### src/rtl/spi_master_multi.sv
// SPI master with multiple chip selects, per-word mode/divider capture and
// optional chip-select hold between words.
// Optional receive path: define SPI_MASTER_MULTI_RX_EN to build the miso
// sampler, rx shift register, rx_valid and rx_data. Without it, miso is
// ignored, rx_valid/rx_data read 0, and transmit timing does not change.
module spi_master_multi #(
  parameter int DATA_W = 8,
  parameter int NUM_CS = 2,
  parameter int DIV_W  = 4,
  localparam int SEL_W = (NUM_CS > 1) ? $clog2(NUM_CS) : 1
) (
  input  logic              clock,
  input  logic              reset,
  output logic              tx_ready,
  input  logic              tx_valid,
  input  logic [DATA_W-1:0] tx_data,
  input  logic [SEL_W-1:0]  tx_cs_sel,
  input  logic              tx_clear_cs,
  input  logic              cfg_cpol,
  input  logic              cfg_cpha,
  input  logic [DIV_W-1:0]  cfg_div,
  input  logic              miso,
  output logic              rx_valid,
  output logic [DATA_W-1:0] rx_data,
  output logic              sclk,
  output logic              mosi,
  output logic [NUM_CS-1:0] n_cs
);

  localparam int HC_W = $clog2(2 * DATA_W) + 1;
  localparam logic [HC_W-1:0] LAST_HALF = HC_W'(2 * DATA_W - 1);
  localparam logic [SEL_W:0] NUM_CS_V = (SEL_W + 1)'(NUM_CS);
  localparam logic [SEL_W-1:0] MAX_SEL = SEL_W'(NUM_CS - 1);

  typedef enum logic [1:0] {IDLE, CS_ASSERT, SHIFT, CS_DEASSERT} state_t;

  state_t           state;
  logic [DATA_W-1:0] tx_sr;
  logic [DIV_W-1:0] div_cnt;
  logic [DIV_W-1:0] div_q;
  logic [HC_W-1:0]  half_cnt;
  logic             cpol_q;
  logic             cpha_q;
  logic             clear_q;
  logic             cs_held;
  logic             switch_q;
  logic [SEL_W-1:0] cs_idx;
  logic [SEL_W-1:0] next_idx;
  logic [SEL_W-1:0] sel_clamped;
  logic             boundary;
  logic             last_half;

  // Out-of-range selects fold onto the highest chip select.
  assign sel_clamped = ({1'b0, tx_cs_sel} >= NUM_CS_V) ? MAX_SEL : tx_cs_sel;
  assign boundary    = (state == SHIFT) && (div_cnt == div_q);
  assign last_half   = boundary && (half_cnt == LAST_HALF);

  function automatic logic [NUM_CS-1:0] cs_low(input logic [SEL_W-1:0] idx);
    return ~(NUM_CS'(1) << idx);
  endfunction

  // Main sequencer: word accept, chip-select framing and serial shifting.
  // When switching targets the old select is released on entry to
  // CS_DEASSERT so the bus sees one full half-period with nothing selected.
  always_ff @(posedge clock or posedge reset) begin
    if (reset) begin
      state    <= IDLE;
      tx_ready <= 1'b0;
      sclk     <= 1'b0;
      mosi     <= 1'b0;
      n_cs     <= '1;
      tx_sr    <= '0;
      div_cnt  <= '0;
      div_q    <= '0;
      half_cnt <= '0;
      cpol_q   <= 1'b0;
      cpha_q   <= 1'b0;
      clear_q  <= 1'b0;
      cs_held  <= 1'b0;
      switch_q <= 1'b0;
      cs_idx   <= '0;
      next_idx <= '0;
    end else begin
      case (state)
        IDLE: begin
          tx_ready <= 1'b1;
          if (tx_valid && tx_ready) begin
            tx_ready <= 1'b0;
            tx_sr    <= tx_data;
            cpol_q   <= cfg_cpol;
            cpha_q   <= cfg_cpha;
            div_q    <= cfg_div;
            clear_q  <= tx_clear_cs;
            sclk     <= cfg_cpol;
            div_cnt  <= '0;
            half_cnt <= '0;
            if (!cs_held) begin
              state   <= CS_ASSERT;
              cs_idx  <= sel_clamped;
              n_cs    <= cs_low(sel_clamped);
              cs_held <= 1'b1;
            end else if (cs_idx == sel_clamped) begin
              state <= SHIFT;
              mosi  <= cfg_cpha ? 1'b0 : tx_data[DATA_W-1];
            end else begin
              state    <= CS_DEASSERT;
              next_idx <= sel_clamped;
              switch_q <= 1'b1;
              n_cs     <= '1;
              cs_held  <= 1'b0;
            end
          end
        end
        CS_ASSERT: begin
          if (div_cnt == div_q) begin
            div_cnt <= '0;
            state   <= SHIFT;
            mosi    <= cpha_q ? 1'b0 : tx_sr[DATA_W-1];
          end else begin
            div_cnt <= div_cnt + 1'b1;
          end
        end
        SHIFT: begin
          if (boundary) begin
            div_cnt  <= '0;
            sclk     <= ~sclk;
            half_cnt <= half_cnt + 1'b1;
            if (last_half) begin
              mosi <= 1'b0;
              if (clear_q) begin
                state <= CS_DEASSERT;
              end else begin
                state    <= IDLE;
                tx_ready <= 1'b1;
              end
            end else if (!half_cnt[0]) begin
              if (cpha_q) begin
                mosi  <= tx_sr[DATA_W-1];
                tx_sr <= tx_sr << 1;
              end
            end else begin
              if (!cpha_q) begin
                mosi  <= tx_sr[DATA_W-2];
                tx_sr <= tx_sr << 1;
              end
            end
          end else begin
            div_cnt <= div_cnt + 1'b1;
          end
        end
        CS_DEASSERT: begin
          if (div_cnt == div_q) begin
            div_cnt <= '0;
            if (switch_q) begin
              state    <= CS_ASSERT;
              switch_q <= 1'b0;
              cs_idx   <= next_idx;
              n_cs     <= cs_low(next_idx);
              cs_held  <= 1'b1;
            end else begin
              state    <= IDLE;
              tx_ready <= 1'b1;
              n_cs     <= '1;
              cs_held  <= 1'b0;
            end
          end else begin
            div_cnt <= div_cnt + 1'b1;
          end
        end
        default: state <= IDLE;
      endcase
    end
  end

`ifdef SPI_MASTER_MULTI_RX_EN
  logic [DATA_W-1:0] rx_sr;
  logic              sample_now;

  // CPHA=0 samples on leading edges, CPHA=1 on trailing edges.
  assign sample_now = boundary && (~half_cnt[0] ^ cpha_q);

  // Receive shifter; the final CPHA=1 sample lands straight in rx_data.
  always_ff @(posedge clock or posedge reset) begin
    if (reset) begin
      rx_sr    <= '0;
      rx_valid <= 1'b0;
      rx_data  <= '0;
    end else begin
      rx_valid <= 1'b0;
      if (sample_now) begin
        rx_sr <= {rx_sr[DATA_W-2:0], miso};
      end
      if (last_half) begin
        rx_valid <= 1'b1;
        rx_data  <= cpha_q ? {rx_sr[DATA_W-2:0], miso} : rx_sr;
      end
    end
  end
`else
  logic unused_miso;

  assign unused_miso = miso;
  assign rx_valid    = 1'b0;
  assign rx_data     = '0;
`endif

endmodule

### config.mk
export PLATFORM = sky130hd
export DESIGN_NAME = spi_master_multi
export DESIGN_NICKNAME = d
export VERILOG_FILES = /design/src/rtl/spi_master_multi.sv
export SDC_FILE = /design/constraint.sdc
export NUM_CORES = 1
export LEC_CHECK = 0
export BUFFER_PORTS_ARGS = -buffer_cell sky130_fd_sc_hd__buf_2
export CAP_MARGIN = 5
export CORE_AREA = 8 8 76 78
export DETAILED_ROUTE_END_ITERATION = 6
export DIE_AREA = 0 0 84 86
export GPL_ROUTABILITY_DRIVEN = 0
export GPL_TIMING_DRIVEN = 0
export PLACE_DENSITY_LB_ADDON = 0.08
export SLEW_MARGIN = 20
export SYNTH_ARGS = -nofsm -noshare
export SYNTH_HDL_FRONTEND = slang
export SYNTH_SLANG_ARGS = --single-unit
export TNS_END_PERCENT = 30
### constraint.sdc
create_clock -name clock -period 4.8 [get_ports clock]
set_input_delay 0.96 -clock clock [delete_from_list [all_inputs] [get_ports clock]]
set_output_delay 0.96 -clock clock [all_outputs]
set_load 0.02 [all_outputs]
After elaboration in Yosys (flattened, before gate mapping)

Cells that the tools add are included.

Bitwise operators: 4
Eq/ne operators: 24
Add/subtract/negate cells: 2
Reductions and logical operators: 20
Multiplexer cells: 68
Shift-type cells: 2

Operators by type and width:

| kind                                                                  | count |
|---|---|
| 8-bit 2-to-1 mux                                                      | 6 |
| 1-bit 2-to-1 mux                                                      | 34 |
| 2-bit inequality test, second input constant                          | 13 |
| 2-bit 2-to-1 mux                                                      | 12 |
| 8-bit case mux with 2 select lines                                    | 1 |
| 5-bit AND reduction                                                   | 3 |
| 4-bit 2-to-1 mux                                                      | 3 |
| 4-bit case mux with 3 select lines                                    | 1 |
| 6-bit AND reduction                                                   | 2 |
| 5-bit 2-to-1 mux                                                      | 2 |
| 5-bit case mux with 2 select lines                                    | 1 |
| 3-bit inequality test, second input constant                          | 3 |
| 4-bit inequality test, second input constant                          | 2 |
| 1-bit case mux with 2 select lines                                    | 4 |
| 2-bit case mux with 4 select lines                                    | 1 |
| 4-bit AND reduction                                                   | 2 |
| 8-bit AND reduction                                                   | 1 |
| 1-bit case mux with 3 select lines                                    | 2 |
| 3-bit AND reduction                                                   | 2 |
| 3-bit nonzero test                                                    | 2 |
| 5-bit by 1-bit adder with 5-bit output, second input constant         | 1 |
| 5-bit by 4-bit equality test with 1-bit output, second input constant | 1 |
| 4-bit by 1-bit adder with 4-bit output, second input constant         | 1 |
| 2-bit equality test, second input constant                            | 2 |
| 12 further kinds                                                      | 18 |

Word-level logic and storage cells: 135
Output and inout port bits: 14
Bits in registers: 34
Bits of input ports: 20

Logic depth before layout (Yosys ltp)

Gate-level depths: netlist of run 1.

Depth in word-level cells: 6
Mapped depth: 9
Mapped depth without buffers: 7

Least setup slack after synthesis of run 1

OpenSTA, ideal clock, no wires.

Path type: in2reg
Start: in tx_valid
End: reg half_cnt[2]
Path slack: 2.656 ns
Setup time: 0.124 ns
Cell stages on the path: 6
Required time: 4.676 ns
Arrival time: 2.020 ns
Buffers on the path: 2
Cells stage by stage: and3_1 -> clkbuf_1 -> a21oi_1 -> a21o_1 -> buf_2 -> a211o_1

Word-level cells in the longest chain between the ends: 3

RTL lines:

| item                                   | line | text |
|---|---|---|
| start, declared                        | 15   | `input logic tx_valid,` |
| 1-bit logical AND                      | 87   | `if (tx_valid && tx_ready) begin` |
| 2-bit inequality test (no source line) | -    |  |
| 3-bit AND reduction (no source line)   | -    |  |
| end signal, assigned                   | 127  | `half_cnt <= half_cnt + 1'b1;` |
| end, declared                          | 41   | `logic [HC_W-1:0] half_cnt;` |

Every way passes these cells.
A chain may end at the register's enable or synchronous reset.

Worst setup path after layout of run 1

Start: reg state[0]
End: reg half_cnt[2]

Word-level cells in the longest chain between the ends: 4
Elaborated cells between the ends (all ways): 8
Those cells by class: eq/ne: 3; mux: 1; reduce/logical: 4

RTL lines:

| item                                   | line   | text |
|---|---|---|
| start, declared                        | 37     | `state_t state;` |
| start signal, assigned                 | 67     | `state <= IDLE;` |
| start signal, assigned                 | 98     | `state <= CS_ASSERT;` |
| start signal, assigned                 | 103    | `state <= SHIFT;` |
| 2-bit equality test                    | 55, 84 |  |
| 1-bit logical AND                      | 55     | `assign boundary = (state == SHIFT) && (div_cnt == div_q);` |
| 2-bit inequality test (no source line) | -      |  |
| 3-bit AND reduction (no source line)   | -      |  |

Several ways; a longest one is shown, not always the timed one.

==> results of run 1 <==
[sequential cells by signal, indices dropped and copies added (netlist names), 2 cells and up]
signal    cells
div_cnt       4
half_cnt      5
div_q         4
tx_sr         8
n_cs          2
state         2
[through the flow]
stage / power (mW) / hold slack [ns] / setup slack [ns] / cells
floorplan: 1.14 / 0.456 / 2.66 / 217
global placement: 1.31 / 0.472 / 2.31 / 294
detailed placement: 1.32 / 0.475 / 2.31 / 294
CTS: 1.58 / 0.495 / 2.52 / 302
global route: 1.70 / 0.531 / 2.29 / 302
finish: 1.56 / 0.496 / 2.57 / 302
[layout by cell type (no fill, tap or decap), drive strengths merged, types with 3 or more instances in the layout]
cell type | netlist | routed
a21oi | 9 | 9
clkbuf | 7 | 15
nor3 | 4 | 4
mux2 | 21 | 21
dfrtp | 32 | 32
a31oi | 5 | 5
conb | 1 | 9
buf | 12 | 35
nand2 | 18 | 18
nor3b | 4 | 4
ha | 8 | 8
nand3 | 3 | 3
o21ai | 19 | 19
and3 | 3 | 3
xor2 | 5 | 5
nand2b | 6 | 6
inv | 8 | 8
nor2 | 11 | 11
[layer usage]
metal  up-vias  GRT usage [%]  part of all wire, %
met5         -              0                    0
met4         0           5.65                  1.9
met3         7           3.79                  4.7
met2        38           21.1                   47
met1       752           14.5                   46
li1        793              -                    -
[how the worst max path moves through the flow]
stage                  end  cells after the start  slack [ns]  startpoint
3_3_place_gp   half_cnt[2]                      7        2.31    tx_valid
6_report       half_cnt[2]                      8        2.57    state[0]
4_1_cts           state[1]                      8        2.52    state[0]
2_1_floorplan  half_cnt[2]                      6        2.66    tx_valid
5_1_grt           state[1]                      8        2.29    state[0]
3_5_place_dp   half_cnt[2]                      7        2.31    tx_valid
[power groups by stage]
stage	logic (mW)	clock network (mW)	registers (mW)
final	0.795	0.251	0.509
after global routing	0.899	0.269	0.528
after CTS	0.807	0.258	0.510
after detailed placement	0.805	0	0.514
after global placement	0.795	0	0.513
after floorplan	0.629	0	0.511
[cell type report]
type / count / area (um2)
flip-flops and latches: 34 / 853
well taps: 54 / 67.6
repair buffers: 23 / 115
clock buffers: 8 / 110
fillers: 454 / 2220
multi-input cells: 156 / 1090
plain buffers: 19 / 115
inverters: 8 / 30.0
[worst max-delay path: stages, from the launching register on]
cell      delay (ns)
dfrtp_1         0.40
inv_1           0.13
ha_1            0.29
and3_1          0.18
clkbuf_1        0.35
a21oi_1         0.10
a21o_1          0.20
buf_2           0.18
a211o_1         0.29
[cell families after synthesis]
logic type | synth area share (%)
xor+xnor | 2.98
compound gates | 16.0
fa+ha+maj | 4.86
mux | 13.7
simple gates | 13.7
other cells | 0.182
buf+inv | 7.05
flops | 41.4
==> impl_metrics.env, run 1 <==
export IMPL_vias=1590
export IMPL_synthArstFlopShare_pct=100
export IMPL_antenna_cells=0
export IMPL_synth_top_area_share_pct=38.9
export IMPL_yosys_top_cells_area="dfrtp_1, mux2_2, mux2_4"
export IMPL_ys_types=46
export IMPL_ys_warn_count=0
export IMPL_syn_inst=209
export IMPL_clock_path_buffers=2
export IMPL_intPower_uw=936
export IMPL_hp_start="sclk"
export IMPL_grt_pass1_vias=1659
export IMPL_core_um2=4600
export IMPL_clk_latency_ns=0.29
export IMPL_die_area_um2=7220
export IMPL_grt_max_degree=35
export IMPL_dr_pass1_iters=4
export IMPL_routed_wl_mm=4.27
export IMPL_worstReg2RegStart="state[0]"
export IMPL_ys_flop_type="dfrtp_1"
export IMPL_initial_core_util_pct=44.8
export IMPL_crit_fanout=10
export IMPL_rsz0062_at_grt="false"
export IMPL_cp_arrival_ns=2.41
export IMPL_worst_slew_pin_slew_ns=0.723
export IMPL_vdd_ir_drop_max_mv=0.268
export IMPL_antenna_found_initial=0
export IMPL_synth_seq_area_share_pct=41.4
export IMPL_drv_slew=0
export IMPL_finalSetupViolCount=0
export IMPL_r2r_end="half_cnt[2]"
export IMPL_avgRoutedWirePerCell_um=14.1
export IMPL_maxCapViolCount=0
export IMPL_cts_root_buf="clkbuf_8"
export IMPL_cts_tree="built"
export IMPL_cts_buffers=5
export IMPL_final_antenna_net_count=0
export IMPL_fin_util_pct=51.8
export IMPL_path_clk_slew_ns=0.07
export IMPL_yosys_area_top_type="dfrtp_1"
export IMPL_p_clk_share_pct=16.1
export IMPL_die_y_um=86
export IMPL_row_count=25
export IMPL_hold_path_class="reg -> reg"
export IMPL_drive_gt1_share_pct=27.8
export IMPL_hold_depth=1
export IMPL_yosysMostFrequentCell="dfrtp_1"
export IMPL_worstHoldEndpoint="sclk"
export IMPL_synth_enable_flop_cells=0
export IMPL_dieWidth_um=84
export IMPL_synth_avg_cell_area_um2=9.85
export IMPL_design_area_um2=2380
export IMPL_worstRegToRegCells=8
export IMPL_sw_frac_of_total_pct=39.8
export IMPL_post_cts_resized=0
export IMPL_combPwrFrac_pct=51.1
export IMPL_r2r_slack_ns=2.57
export IMPL_gr_total_overflow=0
export IMPL_netlist_top_cells_count="dfrtp_1, nand2_1, mux2_2, o21ai_0, nor2_1"
export IMPL_cts_sinks=34
export IMPL_crit_path_start_kind="flip-flop"
export IMPL_dp_hpwl_mm=3.23
export IMPL_post_cts_setup_buffer_count=0
export IMPL_power_leakage_nw=1.12
export IMPL_maxSlewHeadroom_pct=51.7
export IMPL_drc=0
export IMPL_ctsHoldBuffers=0
export IMPL_period_share_pct=46.5
export IMPL_dr_first_iter_drc_count=57
export IMPL_grt_pass1_wl_mm=7.51
export IMPL_fin_setup_tns_ns=0
export IMPL_critPathKind="reg -> reg"
export IMPL_grt_usage_pct=12.6
export IMPL_required_ns=4.98
export IMPL_fmax_mhz=448
export IMPL_h_tree_depth=2
export IMPL_syn2layout_area_growth_pct=15.7
export IMPL_status="completed"
export IMPL_synth_area_um2=2060
export IMPL_power_density_nw_per_um2=653
export IMPL_critPathCaptureType="flip-flop"
export IMPL_io_pins=34
export IMPL_p_seq_share_pct=32.7
export IMPL_finClkSkew_ns=0.00554
export IMPL_vias_per_cell=5.26
export IMPL_placed_cell_area_um2=2270
export IMPL_nets=275
export IMPL_final_hold_violation_count=0
export IMPL_min_period_ns=2.23
export IMPL_p_switching_uw=619
export IMPL_ys_ff_latch=34
export IMPL_place_port_buffers=23
No activity file was read; power rests on OpenSTA's default activity.
==> run 2, diff against run 1 <==
ABC_AREA = 1   (was unset)
CORE_AREA = 8 8 77 79   (was 8 8 76 78)
DIE_AREA = 0 0 85 87   (was 0 0 84 86)
clock period = 1.8 ns   (was 4.8 ns; I/O delays follow)
==> run 2 against run 1 <==
Net effect: critical path depth stayed put; clock power increased by 120%; final cell count is 28% higher; first-iteration DRC count grew 35%; non-clock buffer count is 1 lower; global-route usage grew 1.9 points; synthesized cell count is 38% higher; wire length up 12%; die area is 2.4% higher; critical path type unchanged; critical endpoint is now tx_sr[4]; largest cell class unchanged.
==> impl_metrics.env, run 2 <==
export IMPL_status="completed"
export IMPL_final_antenna_net_count=0
export IMPL_ys_types=33
export IMPL_p_clk_share_pct=12.9
export IMPL_finalSetupViolCount=0
export IMPL_drv_slew=0
export IMPL_synth_seq_area_share_pct=40.6
export IMPL_vias_per_cell=4.78
export IMPL_power_leakage_nw=1.31
export IMPL_maxSlewHeadroom_pct=51.5
export IMPL_power_density_nw_per_um2=1680
export IMPL_avgRoutedWirePerCell_um=12.4
export IMPL_drc=0
export IMPL_ys_warn_count=0
export IMPL_antenna_found_initial=0
export IMPL_dr_pass1_iters=4
export IMPL_synth_avg_cell_area_um2=7.27
export IMPL_cts_sinks=34
export IMPL_multiInputGateArea_um2=1100
export IMPL_final_common_cell="nand2_1"
export IMPL_top_regs="tx_sr: 8 flops, half_cnt: 5 flops"
export IMPL_place_port_buffers=23
export IMPL_top_register="tx_sr"
export IMPL_cts_root_buf="clkbuf_8"
export IMPL_yosys_top_cells_area="dfrtp_1, nand2_1, inv_1"
export IMPL_synth_area_um2=2100
export IMPL_worstReg2RegStart="state[0]"
export IMPL_finClkSkew_ns=0.00263
export IMPL_maxCapViolCount=0
export IMPL_sw_frac_of_total_pct=47.3
export IMPL_final_cell_mix="nand2_1, inv_1, dfrtp_1"
export IMPL_critPathCaptureType="flip-flop"
export IMPL_core_um2=4850
export IMPL_rsz0062_at_grt="true"
export IMPL_gr_total_overflow=0
export IMPL_grt_max_degree=35
export IMPL_seq_area_um2=855
export IMPL_combPwrFrac_pct=55.6
export IMPL_synth_top_area_share_pct=38.1
export IMPL_crit_path_start_kind="flip-flop"
export IMPL_required_ns=1.98
export IMPL_min_period_ns=1.68
export IMPL_synth_enable_flop_cells=0
export IMPL_crit_fanout=10
export IMPL_antenna_cells=0
export IMPL_ys_ff_latch=34
export IMPL_fmax_mhz=595
export IMPL_vias=1850
export IMPL_h_tree_depth=2
export IMPL_intPower_mw=2.21
export IMPL_cts_buffers=5
export IMPL_crit_start="state[0]"
export IMPL_final_hold_violation_count=0
export IMPL_clock_path_buffers=2
export IMPL_ctsHoldBuffers=0
export IMPL_synthArstFlopShare_pct=100
export IMPL_fill_cells=502
export IMPL_p_switching_mw=1.99
export IMPL_dr_first_iter_drc_count=77
export IMPL_p_seq_share_pct=31.5
export IMPL_row_count=26
export IMPL_grt_pass1_vias=1843
export IMPL_yosysMostFrequentCell="nand2_1"
export IMPL_netlist_top_cells_count="nand2_1, inv_1, dfrtp_1"
export IMPL_ys_flop_type="dfrtp_1"
export IMPL_clk_latency_ns=0.28
export IMPL_io_pins=34
export IMPL_initial_core_util_pct=43.4
export IMPL_hold_path_class="in -> async"
export IMPL_hold_slack_ns=0.191
export IMPL_grt_usage_pct=14.5
export IMPL_die_y_um=87
export IMPL_die_area_um2=7400
export IMPL_period_share_pct=93.3
export IMPL_syn2layout_area_growth_pct=18.7
export IMPL_yosys_area_top_type="dfrtp_1"
export IMPL_cp_arrival_ns=1.86
export IMPL_largest_register_ffs=8
export IMPL_routed_wl_mm=4.79
export IMPL_vdd_ir_drop_max_mv=0.604
export IMPL_dieWidth_um=85
export IMPL_cts_tree="built"
export IMPL_fin_util_pct=51.5
export IMPL_nets=359
export IMPL_dp_hpwl_mm=3.52
export IMPL_path_clk_slew_ns=0.07
export IMPL_grt_pass1_wl_mm=8.58
export IMPL_critPathKind="reg -> reg"
export IMPL_drive_gt1_share_pct=22.7
export IMPL_worst_slew_pin_slew_ns=0.727
export IMPL_syn_inst=289
==> run 2: cells by family (layout without fill, tap and decap cells) <==
family                     count (synthesis)  in the layout  share of synthesized area [%]
AOI/OAI and AO/OA                         47             47                           12.5
other                                      1              9                          0.178
DFF                                       34             34                           40.6
xor gates and xnor gates                   3              3                           1.25
adders and majority gates                  8              8                           4.76
and+or+nand+nor                          141            143                           28.9
buffers and inverters                     55             87                           11.8
==> run 2: through the flow <==
stage / power [mW] / instance area (um2) / setup TNS (ns) / worst slack [ns] / cells
after global routing: 4.68 / 2490 / -0.0286 / -0.0269 / 387
after global placement: 3.42 / 2320 / -1.85 / -0.243 / 376
after detailed placement: 3.46 / 2320 / -2.29 / -0.291 / 376
after floorplan: 2.95 / 2130 / 0 / 0.154 / 297
final: 4.20 / 2490 / 0 / 0.121 / 387
after CTS: 4.15 / 2440 / 0 / 0.00939 / 385
==> run 2: what timing repair did <==
item	in CTS	in global routing
gates cloned	1	1
pin swaps	1	4
gates resized for setup	10	15
buffers inserted	1	1
endpoints found under the setup margin	24	27
==> run 2: worst max-delay path: stages, from the launching register on <==
cell and delay (ns):
dfrtp_2 0.45, inv_2 0.11, ha_2 0.20, inv_1 0.11, o21ai_4 0.24, nand2_4 0.12
buf_6 0.16, o21ai_1 0.11, nand2_1 0.06
==> run 2: cell type report <==
cell class / count / share of cell area (%)
clock inverter: 2 / 0.401
buffer: 16 / 4.51
clock buffer: 5 / 2.76
sequential: 34 / 34.3
inverter: 39 / 5.87
tap: 56 / 2.81
multi-input combinational: 210 / 44.2
timing repair buffer: 25 / 5.22
==> run 2: final timing paths <==
path / to / slack (ns) / cells past startpoint
min in group clock: clear_q / 0.28 / 3
worst min-delay path: div_q[1] / 0.19 / 2
worst min register to register: n_cs[1] / 0.47 / 2
worst max-delay path: tx_sr[4] / 0.12 / 8
worst max register to register: tx_sr[4] / 0.12 / 8
max in group asynchronous: state[0] / 1.10 / 2
==> run 2: per-layer routing <==
| metal | share of wire [%] | up-vias | routed length [um] | GRT usage, % |
|---|---|---|---|---|
| met3 | 5.5 | 6 | 263 | 5.00 |
| met5 | 0 | - | 0 | 0 |
| li1 | - | 986 | - | - |
| met2 | 47 | 33 | 2240 | 24.4 |
| met1 | 46 | 825 | 2220 | 16.8 |
| met4 | 1.4 | 0 | 69 | 5.02 |
==> run 2: power by group through the flow <==
stage               clock network [mW]  registers (mW)  logic [mW]
global route                     0.593            1.37        2.72
floorplan                            0            1.36        1.58
global placement                     0            1.34        2.09
detailed placement                   0            1.35        2.12
finish                           0.540            1.32        2.34
CTS                              0.559            1.33        2.26
